==> src/rtl/ppu_sprite_store.sv <==
// Sprite slot storage and per-dot priority pixel selection for the PPU sprite pipeline.
// Optional sprite-0 hit tracking is built when PPU_SPR_ZERO_EN is defined.
module ppu_sprite_store #(
    parameter int NUM_SLOTS = 8
) (
    input  logic       clk_i,
    input  logic       rst_i,
    input  logic       ce_i,
    input  logic [7:0] store_data_i,
    input  logic [1:0] store_type_i,
    input  logic [2:0] store_index_i,
    input  logic       store_we_i,
    input  logic [3:0] valid_count_i,
    input  logic       sprite0_in_range_i,
    input  logic       shift_en_i,
    output logic [1:0] spr_pixel_o,
    output logic [1:0] spr_palette_o,
    output logic       spr_behind_bg_o,
    output logic       spr_is_zero_o
);

    localparam logic [1:0] TYPE_ATTR = 2'd0;
    localparam logic [1:0] TYPE_XPOS = 2'd1;
    localparam logic [1:0] TYPE_PLO  = 2'd2;
    localparam logic [1:0] TYPE_PHI  = 2'd3;

    logic [7:0] r_attr   [NUM_SLOTS];
    logic [7:0] r_xcnt   [NUM_SLOTS];
    logic [7:0] r_pat_lo [NUM_SLOTS];
    logic [7:0] r_pat_hi [NUM_SLOTS];

    logic [NUM_SLOTS-1:0] w_wr_sel;
    logic [7:0]           w_pat_wdata [NUM_SLOTS];
    logic [1:0]           w_slot_pix  [NUM_SLOTS];
    logic                 w_pat_empty;
    logic                 w_win_found;
    logic                 w_win_is_slot0;

    function automatic logic [7:0] bit_reverse(input logic [7:0] d);
        logic [7:0] r;
        for (int b = 0; b < 8; b++) begin
            r[b] = d[7-b];
        end
        return r;
    endfunction

    // A slot beyond the evaluated sprite count is loaded transparent.
    assign w_pat_empty = ({1'b0, store_index_i} >= valid_count_i);

    // Write-select decode and per-slot pattern data (H-flip uses the stored attribute).
    always_comb begin
        for (int i = 0; i < NUM_SLOTS; i++) begin
            w_wr_sel[i] = ce_i && store_we_i && (int'(store_index_i) == i);
            if (w_pat_empty) begin
                w_pat_wdata[i] = 8'h00;
            end else if (r_attr[i][6]) begin
                w_pat_wdata[i] = bit_reverse(store_data_i);
            end else begin
                w_pat_wdata[i] = store_data_i;
            end
        end
    end

    // Attribute registers: written only, never shifted.
    always_ff @(posedge clk_i or posedge rst_i) begin
        if (rst_i) begin
            for (int i = 0; i < NUM_SLOTS; i++) begin
                r_attr[i] <= 8'h00;
            end
        end else begin
            for (int i = 0; i < NUM_SLOTS; i++) begin
                if (w_wr_sel[i] && (store_type_i == TYPE_ATTR)) begin
                    r_attr[i] <= store_data_i;
                end
            end
        end
    end

    // X counters: a write overrides the decrement for the addressed slot.
    always_ff @(posedge clk_i or posedge rst_i) begin
        if (rst_i) begin
            for (int i = 0; i < NUM_SLOTS; i++) begin
                r_xcnt[i] <= 8'hFF;
            end
        end else if (ce_i) begin
            for (int i = 0; i < NUM_SLOTS; i++) begin
                if (w_wr_sel[i] && (store_type_i == TYPE_XPOS)) begin
                    r_xcnt[i] <= store_data_i;
                end else if (shift_en_i && (r_xcnt[i] != 8'h00)) begin
                    r_xcnt[i] <= r_xcnt[i] - 8'h01;
                end
            end
        end
    end

    // Pattern shifters: shift only once the slot's counter has reached zero.
    always_ff @(posedge clk_i or posedge rst_i) begin
        if (rst_i) begin
            for (int i = 0; i < NUM_SLOTS; i++) begin
                r_pat_lo[i] <= 8'h00;
                r_pat_hi[i] <= 8'h00;
            end
        end else if (ce_i) begin
            for (int i = 0; i < NUM_SLOTS; i++) begin
                if (w_wr_sel[i] && (store_type_i == TYPE_PLO)) begin
                    r_pat_lo[i] <= w_pat_wdata[i];
                end else if (shift_en_i && (r_xcnt[i] == 8'h00)) begin
                    r_pat_lo[i] <= {r_pat_lo[i][6:0], 1'b0};
                end
                if (w_wr_sel[i] && (store_type_i == TYPE_PHI)) begin
                    r_pat_hi[i] <= w_pat_wdata[i];
                end else if (shift_en_i && (r_xcnt[i] == 8'h00)) begin
                    r_pat_hi[i] <= {r_pat_hi[i][6:0], 1'b0};
                end
            end
        end
    end

    // Current pixel of each slot; zero until its counter expires.
    always_comb begin
        for (int i = 0; i < NUM_SLOTS; i++) begin
            if (r_xcnt[i] == 8'h00) begin
                w_slot_pix[i] = {r_pat_hi[i][7], r_pat_lo[i][7]};
            end else begin
                w_slot_pix[i] = 2'b00;
            end
        end
    end

    // Priority select: lowest-index opaque slot drives the outputs.
    always_comb begin
        spr_pixel_o     = 2'b00;
        spr_palette_o   = 2'b00;
        spr_behind_bg_o = 1'b0;
        w_win_found     = 1'b0;
        w_win_is_slot0  = 1'b0;
        for (int i = 0; i < NUM_SLOTS; i++) begin
            if (!w_win_found && (w_slot_pix[i] != 2'b00)) begin
                w_win_found     = 1'b1;
                w_win_is_slot0  = (i == 0);
                spr_pixel_o     = w_slot_pix[i];
                spr_palette_o   = r_attr[i][1:0];
                spr_behind_bg_o = r_attr[i][5];
            end else begin
                w_win_found = w_win_found;
            end
        end
    end

`ifdef PPU_SPR_ZERO_EN
    logic r_sprite0;

    // Sprite-0 flag captured alongside slot 0's attribute write.
    always_ff @(posedge clk_i or posedge rst_i) begin
        if (rst_i) begin
            r_sprite0 <= 1'b0;
        end else if (w_wr_sel[0] && (store_type_i == TYPE_ATTR)) begin
            r_sprite0 <= sprite0_in_range_i;
        end
    end

    assign spr_is_zero_o = r_sprite0 && w_win_is_slot0 && (spr_pixel_o != 2'b00);
`else
    logic w_unused_zero;
    assign w_unused_zero = &{1'b0, sprite0_in_range_i, w_win_is_slot0};
    assign spr_is_zero_o = 1'b0;
`endif

endmodule

==> config.mk <==
export PLATFORM = sky130hd
export DESIGN_NAME = ppu_sprite_store
export DESIGN_NICKNAME = d
export VERILOG_FILES = /design/src/rtl/ppu_sprite_store.sv
export SDC_FILE = /design/constraint.sdc
export NUM_CORES = 1
export LEC_CHECK = 0
export ABC_AREA = 1
export CORE_MARGIN = 4
export CORE_UTILIZATION = 39
export CTS_BUF_LIST = sky130_fd_sc_hd__clkbuf_4 sky130_fd_sc_hd__clkbuf_8
export CTS_CLUSTER_SIZE = 40
export DETAILED_ROUTE_END_ITERATION = 16
export GPL_ROUTABILITY_DRIVEN = 0
export PLACE_DENSITY = 0.59
export SLEW_MARGIN = 10
export SYNTH_ARGS = -nofsm -noshare
export SYNTH_HDL_FRONTEND = slang
export SYNTH_SLANG_ARGS = --single-unit
==> constraint.sdc <==
create_clock -name clk_i -period 7.6 [get_ports clk_i]
set_input_delay 1.52 -clock clk_i [delete_from_list [all_inputs] [get_ports clk_i]]
set_output_delay 1.52 -clock clk_i [all_outputs]
set_load 0.05 [all_outputs]
Word-level counts from Yosys, hierarchy flattened
Index checks and enable logic that the tools add are counted.
{ "word_totals": {"out_inout_bits": 6, "regBits": 248, "inputBits": 23} }
{ "op_classes": {"n_eq_ne": 10, "addsub": 8, "n_lt_le_gt_ge": 1, "n_reduce_logical": 145, "muxes": 103} }
{ "ops": {"columns": ["operator", "count"], "rows": [
  ["8-bit 2-to-1 mux", 64],
  ["1-bit logical AND", 64],
  ["8-bit logical NOT", 8],
  ["2-bit nonzero test", 32],
  ["8-bit nonzero test", 8],
  ["8-bit by 1-bit subtractor with 8-bit output (second input constant)", 8],
  ["2-bit 2-to-1 mux", 24],
  ["2-bit AND reduction", 24],
  ["1-bit 2-to-1 mux", 15],
  ["3-bit == test (second input constant)", 4],
  ["1-bit logical NOT", 7],
  ["3-bit by 2-bit == test with 1-bit output (second input constant)", 2],
  ["2-bit == test (second input constant)", 2],
  ["3-bit by 4-bit greater-or-equal comparator with 1-bit output", 1],
  ["3-bit by 1-bit == test with 1-bit output (second input constant)", 1],
  ["3-bit logical NOT", 1],
  ["2-bit by 1-bit == test with 1-bit output (second input constant)", 1],
  ["2-bit logical NOT", 1]
]} }

Depth between registers and ports, before layout
Gate-level depths: netlist of the first run.
{ "depth": {"ltp_word": 25, "ltp_mapped": 12, "depth_no_buf": 12} }

Worst setup path before layout of the first run
Ideal clock, no wire load.
{ "synth_path": {"kind": "register to output", "start": "register r_xcnt[48] (netlist bit)", "end": "output spr_behind_bg_o", "path_slack_ns": 3.993, "arrival_time_ns": 2.087, "required_time_ns": 6.080, "stages_incl_launch_ff": 12, "cell_sequence": "dfstp_2 -> inv_1 -> ha_1 -> nand3_1 -> nor2_2 -> o21ai_0 -> nand2_1 -> nor2_4 -> nand3_2 -> nor2_4 -> nand3_1 -> nand3_1"} }
{ "synth_between": {"elab_chain_len": 23, "elab_cells_between_ends": 29} }
{ "synth_lines": {"columns": ["element", "line", "source"], "rows": [
  ["start, declared", "28", "logic [7:0] r_xcnt [NUM_SLOTS];"],
  ["start signal, assigned by index", "88", "r_xcnt[i] <= store_data_i;"],
  ["start signal, assigned by index", "90", "r_xcnt[i] <= r_xcnt[i] - 8'h01;"],
  ["8-bit logical NOT *", "122", "if (r_xcnt[i] == 8'h00) begin"],
  ["2-bit 2-to-1 mux *", "122", null],
  ["2-bit nonzero test *", "138", "if (!w_win_found && (w_slot_pix[i] != 2'b00)) begin"],
  ["1-bit logical AND *", "138", null],
  ["1-bit 2-to-1 mux", "138", null],
  ["1-bit logical NOT", "138", null],
  ["1-bit logical AND", "138", null],
  ["1-bit 2-to-1 mux", "138", null],
  ["[7 not listed]", null, null],
  ["1-bit logical AND", "138", null],
  ["1-bit 2-to-1 mux", "138", null],
  ["1-bit logical NOT", "138", null],
  ["1-bit logical AND", "138", null],
  ["1-bit 2-to-1 mux", "138", null],
  ["1-bit logical NOT", "138", null],
  ["1-bit logical AND", "138", null],
  ["1-bit 2-to-1 mux *", "138", null],
  ["end, declared", "18", "output logic spr_behind_bg_o,"]
]} }
Every way passes the cells marked *; elsewhere a longest branch is shown, timed or not.

Worst setup path after layout of the first run
{ "layout_path": {"start": "register r_xcnt[48] (netlist bit)", "end": "output spr_palette_o[1]"} }
{ "layout_between": {"elab_chain_len": 23, "elab_cells_between_ends": 29} }
{ "layout_lines": {"columns": ["element", "line", "source"], "rows": [
  ["8-bit logical NOT *", "122", null],
  ["2-bit 2-to-1 mux *", "122", null],
  ["2-bit nonzero test *", "138", null],
  ["1-bit logical AND *", "138", null],
  ["1-bit 2-to-1 mux", "138", null],
  ["1-bit logical NOT", "138", null],
  ["1-bit logical AND", "138", null],
  ["1-bit 2-to-1 mux", "138", null],
  ["[7 not listed]", null, null],
  ["1-bit logical AND", "138", null],
  ["1-bit 2-to-1 mux", "138", null],
  ["1-bit logical NOT", "138", null],
  ["1-bit logical AND", "138", null],
  ["1-bit 2-to-1 mux", "138", null],
  ["1-bit logical NOT", "138", null],
  ["1-bit logical AND", "138", null],
  ["2-bit 2-to-1 mux *", "138", null],
  ["end, declared", "17", "output logic [1:0] spr_palette_o,"]
]} }
Marked as above.

==> tab_implementation.tex, run 1 <==
\begin{tabular}{lr}
\hline
Metric & Value \\
\hline
\multicolumn{2}{l}{\textbf{Placement}} \\
\quad HPWL after detailed placement & 22900 µm \\
\quad Number of input and output port buffers inserted & 26 \\
\multicolumn{2}{l}{\textbf{Hold path}} \\
\quad Critical hold path startpoint & r\_pat\_hi[58]\$\_DFFE\_PP0P\_ \\
\quad Hold Crit Class & reg2reg \\
\multicolumn{2}{l}{\textbf{Timing}} \\
\quad Setup repair after global routing missed its margin & false \\
\quad Count of endpoints failing setup in the final report & 0 \\
\quad Max-slew violations & 0 \\
\quad Highest Clock Rate & 0.196 GHz \\
\quad Final-layout worst hold slack & 474 ps \\
\quad Ratio of final minimum period to clock period & 67.0\% \\
\quad Final min period & 5090 ps \\
\quad Setup TNS & 0 ps \\
\quad Final hold vios & 0 \\
\quad Slew HR & 18.5\% \\
\quad Actual slew at the worst max-slew pin & 1220 ps \\
\quad Skew final & 17.5 ps \\
\multicolumn{2}{l}{\textbf{Global routing}} \\
\quad Global routing usage summed across all routing layers & 20.0\% \\
\quad Total overflow reported by the global router & 0 \\
\quad Pin count of the biggest net entering global routing & 126 \\
\quad Via count of the first global-routing pass & 10.6k \\
\quad First-pass GRT wire length & 58000 µm \\
\quad Antenna violations before repair & 0 \\
\multicolumn{2}{l}{\textbf{Clocking}} \\
\quad Count of cells resized by post-cts repair & 0 \\
\quad Max H-tree Level & 2 \\
\quad Clock latency at the later pin of the worst-skew pair & 550 ps \\
\quad Cts bufs inserted & 42 \\
\quad Hold bufs inserted after CTS & 0 \\
\quad CTS clock-pin slew for the worst setup and hold paths & 60 ps \\
\quad Clock Path Buffers & 3 \\
\quad Clock sink count & 224 \\
\quad Root buffer cell & clkbuf\_8 \\
\quad Number of buffers inserted to repair setup after CTS & 0 \\
\quad Clock tree from TritonCTS & done \\
\multicolumn{2}{l}{\textbf{Floorplan}} \\
\quad Die extent in y & 189 µm \\
\quad Top-level I/O count & 29 \\
\quad Die footprint & 0.0358 mm² \\
\quad Area of the core region & 0.0325 mm² \\
\quad Die extent in x & 189 µm \\
\quad Row cnt & 66 \\
\quad Initial Util & 39.5\% \\
\multicolumn{2}{l}{\textbf{Power}} \\
\quad Leakage & 6.37 nW \\
\quad Power Dens Cells & 327 mW/mm² \\
\quad Peak VDD IR & 161 µV \\
\multicolumn{2}{l}{\textbf{Synth}} \\
\quad Multiplexer share of the synthesized area & 0\% \\
\quad Combinational family with the most area after synthesis & compound AO/OA/AOI/OAI gates \\
\quad Synth Area in Compound Gates & 23.0\% \\
\quad Synthesized-area fraction occupied by xor and xnor cells & 1.43\% \\
\quad Number of storage elements in the synthesis netlist & 224 \\
\quad Sequential fraction of the synthesis area & 44.3\% \\
\quad Synthesis warning total & 0 \\
\quad Post-Syn Instances & 1704 \\
\quad Count of flip-flops with a built-in enable after synthesis & 0 \\
\quad Async SR Flop Fraction & 100\% \\
\quad Mapped Nets & 1744 \\
\quad Predominant post-synthesis flop cell & dfrtp\_1 \\
\quad Post-Synth Adder-Cell Area & 1.66\% \\
\quad Cell variety after synth & 41 \\
\quad Basic-gate share of the synthesized area counting and, or, nand and nor cells & 21.4\% \\
\quad Synth Area per Inst & 7.52 µm² \\
\quad Summed instance area of the synthesized netlist & 0.0128 mm² \\
\multicolumn{2}{l}{\textbf{Drt}} \\
\quad WL final & 35900 µm \\
\quad Detailed-route via count & 11.4k \\
\quad 1st-iter DRT viols & 829 \\
\quad Count of antenna-violating nets left after detailed routing & 0 \\
\quad Detailed-route wire length per cell & 16.5 µm \\
\quad Number of DRC violations after detailed routing & 0 \\
\quad Via/cell ratio & 5.22 \\
\quad Number of optimization iterations in the first detailed-route pass & 5 \\
\multicolumn{2}{l}{\textbf{Layout}} \\
\quad Post-layout nets & 1744 \\
\quad Final core occ & 44.1\% \\
\quad Fraction of layout cells with a size suffix above 1 & 11.9\% \\
\quad Highest-count cells in the layout ignoring fill and taps & nand2\_1 (326), o21ai\_0 (305), nor2\_1 (187) \\
\quad Area growth from synthesis to final layout & 11.6\% \\
\quad Commonest non-fill, non-tap cell in the layout & nand2\_1 \\
\quad Antenna Cells & 0 \\
\multicolumn{2}{l}{\textbf{Critical path}} \\
\quad Crit path kind & reg2out \\
\quad Kind of start point of the critical path & flop \\
\quad Required time at the worst-slack endpoint & 6080 ps \\
\quad Crit path capture type & primary output \\
\quad Arrival time of the worst setup path & 3570 ps \\
\quad Start point of the critical path & r\_xcnt[48]\$\_DFFE\_PP1P\_ \\
\quad CP Max Fanout & 12 \\
\quad Launching point of the worst reg2reg path & r\_xcnt[32]\$\_DFFE\_PP1P\_ \\
\multicolumn{2}{l}{\textbf{Status}} \\
\quad Outcome & complete, no violations \\
\multicolumn{2}{l}{\textbf{Job}} \\
\quad Maximum Capacitance Violations & 0 \\
\hline
\end{tabular}
## kinds of logic (layout without fill, tap and decap cells)
logic type	Yosys count	in the layout
AOI/OAI and AO/OA	527	527
xor gates and xnor gates	21	21
adders and majority gates	17	17
buffers and inverters	261	291
DFF	224	224
other	1	1
and+or+nand+nor	653	653
## final timing paths
| check | to | cells after the start | slack [ps] |
|---|---|---|---|
| worst max register to register | r_pat_lo[38]$_DFFE_PP0P_ | 8 | 5450 |
| max in group asynchronous | r_pat_lo[23]$_DFFE_PP0P_ | 3 | 4640 |
| min in group asynchronous | r_pat_hi[44]$_DFFE_PP0P_ | 2 | 1590 |
| worst min register to register | r_pat_hi[58]$_DFFE_PP0P_ | 2 | 470 |
| worst max-delay path | spr_palette_o[1] | 12 | 2510 |
| worst min-delay path | r_pat_hi[58]$_DFFE_PP0P_ | 2 | 470 |
## final cells by class
cell class              count  area (µm²)
fillers                  3208       18100
multi-input cells        1219        6100
flip-flops and latches    224        5690
clock buffers              67         847
inverters                 177         672
well taps                 442         553
repair buffers             40         365
clock inverters             7        87.6
## per-layer routing
layer	vias to the layer above	global-route usage, %	wire [µm]
met2	255	31.7	16000
li1	5712	-	-
met5	-	0	0
met4	0	4.87	660
met1	5341	28.5	16900
met3	51	3.80	2250
## sequential cells by signal (all words and copies together) (netlist names)
signal	flops
r_attr	32
r_pat_hi	64
r_pat_lo	64
r_xcnt	64
## power by group
part / switching (mW) / internal (mW)
Sequential: 0.257 / 1.75
Clock: 0.527 / 0.772
Combinational: 0.857 / 0.518
## synth_stat cells (8+ instances only)
cell type	number	area, µm²
o22ai_1	13	81.3
o21ai_0	305	1530
nand2_1	326	1220
a211oi_1	28	210
clkbuf_1	51	191
nand3_1	85	425
nor3_1	8	40.0
nor2_2	10	62.6
inv_1	162	608
a21oi_1	93	465
ha_1	17	213
xor2_1	20	175
dfrtp_1	160	4000
dfstp_2	64	1680
o211ai_1	49	368
nor2_4	10	113
inv_2	14	52.6
nand2_2	8	50.1
nor2_1	187	702
nand4_1	14	87.6
buf_2	25	125
## per-stage QoR
stage | std cells | cell area, µm² | setup slack (ps) | total power [mW]
after floorplan | 1704 | 12800 | 51.4 | 3.05
final | 2176 | 14300 | 2510 | 4.68
after detailed placement | 2102 | 13400 | 2460 | 3.39
after global routing | 2176 | 14300 | 2230 | 5.05
after global placement | 2102 | 13400 | 2490 | 3.34
after CTS | 2176 | 14300 | 2480 | 4.71
## critical path, stage by stage (launching register included)
cell,delay [ps]
dfstp_2,530
inv_1,90
ha_1,230
nand3_1,90
nor2_2,80
o21ai_0,110
nand2_1,160
nor2_4,260
nand3_2,170
nor2_4,230
nand3_1,100
nand3_1,130
clkdlybuf4s50_1,840
(Power assumes the default switching activity.)
==> run 2: changes to the inputs <==
==> constraint.sdc (replaced) <==
create_clock -name clk_i -period 4.3 [get_ports clk_i]
set_input_delay 0.86 -clock clk_i [delete_from_list [all_inputs] [get_ports clk_i]]
set_output_delay 0.86 -clock clk_i [all_outputs]
set_load 0.05 [all_outputs]
==> tab_implementation.tex, run 2 (synthesis results as in run 1) <==
\begin{tabular}{lr}
\hline
Metric & Value \\
\hline
\multicolumn{2}{l}{\textbf{Timing}} \\
\quad Ratio of final minimum period to clock period & 89.8\% \\
\quad Setup repair after global routing missed its margin & false \\
\quad Max-slew violations & 0 (unchanged) \\
\quad Skew final & 20.3 ps (+2.85 ps) \\
\quad Highest Clock Rate & 0.259 GHz \\
\quad Final hold vios & 0 (unchanged) \\
\quad Actual slew at the worst max-slew pin & 937 ps (-279 ps) \\
\quad Slew HR & 37.5\% (+19 points) \\
\quad Setup TNS & 0 ps (unchanged) \\
\quad Final min period & 3860 ps \\
\quad Count of endpoints failing setup in the final report & 0 (unchanged) \\
\quad Final-layout worst hold slack & 477 ps (+2.37 ps) \\
\multicolumn{2}{l}{\textbf{Power}} \\
\quad Leakage & 6.41 nW (+0.63\%) \\
\quad Power Dens Cells & 566 mW/mm² (+73\%) \\
\quad Total power & 8.11 mW (+73\%) \\
\quad Peak VDD IR & 323 µV (+100\%) \\
\multicolumn{2}{l}{\textbf{Drt}} \\
\quad Number of DRC violations after detailed routing & 0 (unchanged) \\
\quad Via/cell ratio & 5.29 (+1.3\%) \\
\quad Number of optimization iterations in the first detailed-route pass & 5 (unchanged) \\
\quad Detailed-route via count & 11.6k (+1.9\%) \\
\quad Detailed-route wire length per cell & 16.5 µm (about the same) \\
\quad 1st-iter DRT viols & 1005 (+21\%) \\
\quad Count of antenna-violating nets left after detailed routing & 0 (unchanged) \\
\quad WL final & 36100 µm (+0.67\%) \\
\multicolumn{2}{l}{\textbf{Layout}} \\
\quad Post-layout nets & 1755 (+0.63\%) \\
\quad Area growth from synthesis to final layout & 11.8\% \\
\quad Final core occ & 44.2\% (+0.073 points) \\
\quad Largest registers & r\_pat\_hi x64, r\_pat\_lo x64, r\_xcnt x64 \\
\quad Antenna Cells & 0 (unchanged) \\
\quad Fraction of layout cells with a size suffix above 1 & 12.8\% (+0.94 points) \\
\quad Commonest non-fill, non-tap cell in the layout & nand2\_1 \\
\quad Highest-count cells in the layout ignoring fill and taps & nand2\_1 (326), o21ai\_0 (305), nor2\_1 (187) \\
\multicolumn{2}{l}{\textbf{Clocking}} \\
\quad Count of cells resized by post-cts repair & 5 (+5) \\
\quad Clock tree from TritonCTS & done \\
\quad Clock sink count & 224 (unchanged) \\
\quad Clock Path Buffers & 3 (unchanged) \\
\quad Cts bufs inserted & 43 (+2.4\%) \\
\quad Root buffer cell & clkbuf\_8 \\
\quad CTS clock-pin slew for the worst setup and hold paths & 60 ps (about the same) \\
\quad Hold bufs inserted after CTS & 0 (unchanged) \\
\quad Clock latency at the later pin of the worst-skew pair & 550 ps (about the same) \\
\quad Number of buffers inserted to repair setup after CTS & 0 (unchanged) \\
\quad Max H-tree Level & 2 (unchanged) \\
\multicolumn{2}{l}{\textbf{Global routing}} \\
\quad Antenna violations before repair & 1 (+1) \\
\quad First-pass GRT wire length & 58100 µm (+0.23\%) \\
\quad Total overflow reported by the global router & 0 (unchanged) \\
\quad Via count of the first global-routing pass & 10.7k (+1.1\%) \\
\quad Global routing usage summed across all routing layers & 20.1\% (+0.082 points) \\
\quad Pin count of the biggest net entering global routing & 149 (+18\%) \\
\multicolumn{2}{l}{\textbf{Critical path}} \\
\quad Arrival time of the worst setup path & 3000 ps (-570 ps) \\
\quad Kind of start point of the critical path & flop \\
\quad CP Max Fanout & 12 (unchanged) \\
\quad Required time at the worst-slack endpoint & 3440 ps (-2640 ps) \\
\quad Crit path capture type & primary output \\
\quad Crit path kind & reg2out \\
\multicolumn{2}{l}{\textbf{Floorplan}} \\
\quad Die extent in x & 189 µm (unchanged) \\
\quad Initial Util & 39.5\% (unchanged) \\
\quad Die footprint & 0.0358 mm² (unchanged) \\
\quad Die extent in y & 189 µm (unchanged) \\
\quad Area of the core region & 0.0325 mm² (unchanged) \\
\quad Top-level I/O count & 29 (unchanged) \\
\quad Row cnt & 66 (unchanged) \\
\multicolumn{2}{l}{\textbf{Job}} \\
\quad Maximum Capacitance Violations & 0 (unchanged) \\
\multicolumn{2}{l}{\textbf{Placement}} \\
\quad Number of input and output port buffers inserted & 26 (unchanged) \\
\quad HPWL after detailed placement & 23600 µm (+2.9\%) \\
\multicolumn{2}{l}{\textbf{Status}} \\
\quad Outcome & complete, no violations \\
\multicolumn{2}{l}{\textbf{Hold path}} \\
\quad Hold Crit Class & reg2reg \\
\hline
\end{tabular}
## run 2: cell types whose count changed in the layout (fill, tap and decap cells not counted)
cell,before,now
clkinvlp_4,1,2
clkbuf_4,12,18
buf_12,0,3
bufinv_16,2,0
inv_6,0,1
clkbuf_8,55,50
clkbuf_2,0,5
inv_8,1,0
clkinv_2,4,7
buf_4,14,21
clkdlybuf4s50_1,26,21
## run 2: report_power, final
part           internal (mW)  switching [mW]  leakage, nW
clock network           1.22           0.922        0.474
registers               3.10           0.448         2.66
logic                  0.911            1.52         3.28
## run 2: stage by stage
stage | cells | area (µm²) | setup slack, ps
floorplan | 1704 | 12800 | 568
global placement | 2112 | 13500 | 497
detailed placement | 2112 | 13500 | 453
CTS | 2189 | 14300 | 136
global route | 2189 | 14300 | 129
finish | 2189 | 14300 | 438
## run 2: final timing paths
kind / from / slack [ps] / end / cells past startpoint
min in group asynchronous: rst_i / 860 / r_pat_lo[21]$_DFFE_PP0P_ / 3
worst min-delay path: r_pat_lo[26]$_DFFE_PP0P_ / 480 / r_pat_lo[26]$_DFFE_PP0P_ / 2
worst min register to register: r_pat_lo[26]$_DFFE_PP0P_ / 480 / r_pat_lo[26]$_DFFE_PP0P_ / 2
worst max-delay path: r_xcnt[56]$_DFFE_PP1P_ / 440 / spr_palette_o[0] / 12
worst max register to register: r_xcnt[32]$_DFFE_PP1P_ / 2140 / r_pat_lo[34]$_DFFE_PP0P_ / 8
max in group asynchronous: rst_i / 2650 / r_pat_hi[60]$_DFFE_PP0P_ / 3
## run 2: cell type report
class | instances | area, µm²
clock buffers | 68 | 823
clock inverters | 9 | 51.3
fillers | 3315 | 18100
inverters | 177 | 668
multi-input cells | 1219 | 6100
flip-flops and latches | 224 | 5690
well taps | 442 | 553
repair buffers | 50 | 453
## run 2: critical path, stage by stage, from the launching register on
cell,delay (ps)
dfstp_2,530
inv_1,70
ha_1,210
nand2_1,110
nor2_4,80
o21ai_2,110
nand2_1,160
nor2_4,260
nand3_2,170
nor2_4,230
nand3_1,100
nand3_1,120
clkbuf_2,300
## run 2: per-layer routing
layer | track usage [%] | routed length [µm] | up-vias
met1 | 28.3 | 16600 | 5465
met3 | 4.74 | 2740 | 64
li1 | - | - | 5729
met4 | 5.12 | 864 | 2
met2 | 31.4 | 15900 | 312
met5 | 0 | 13 | -
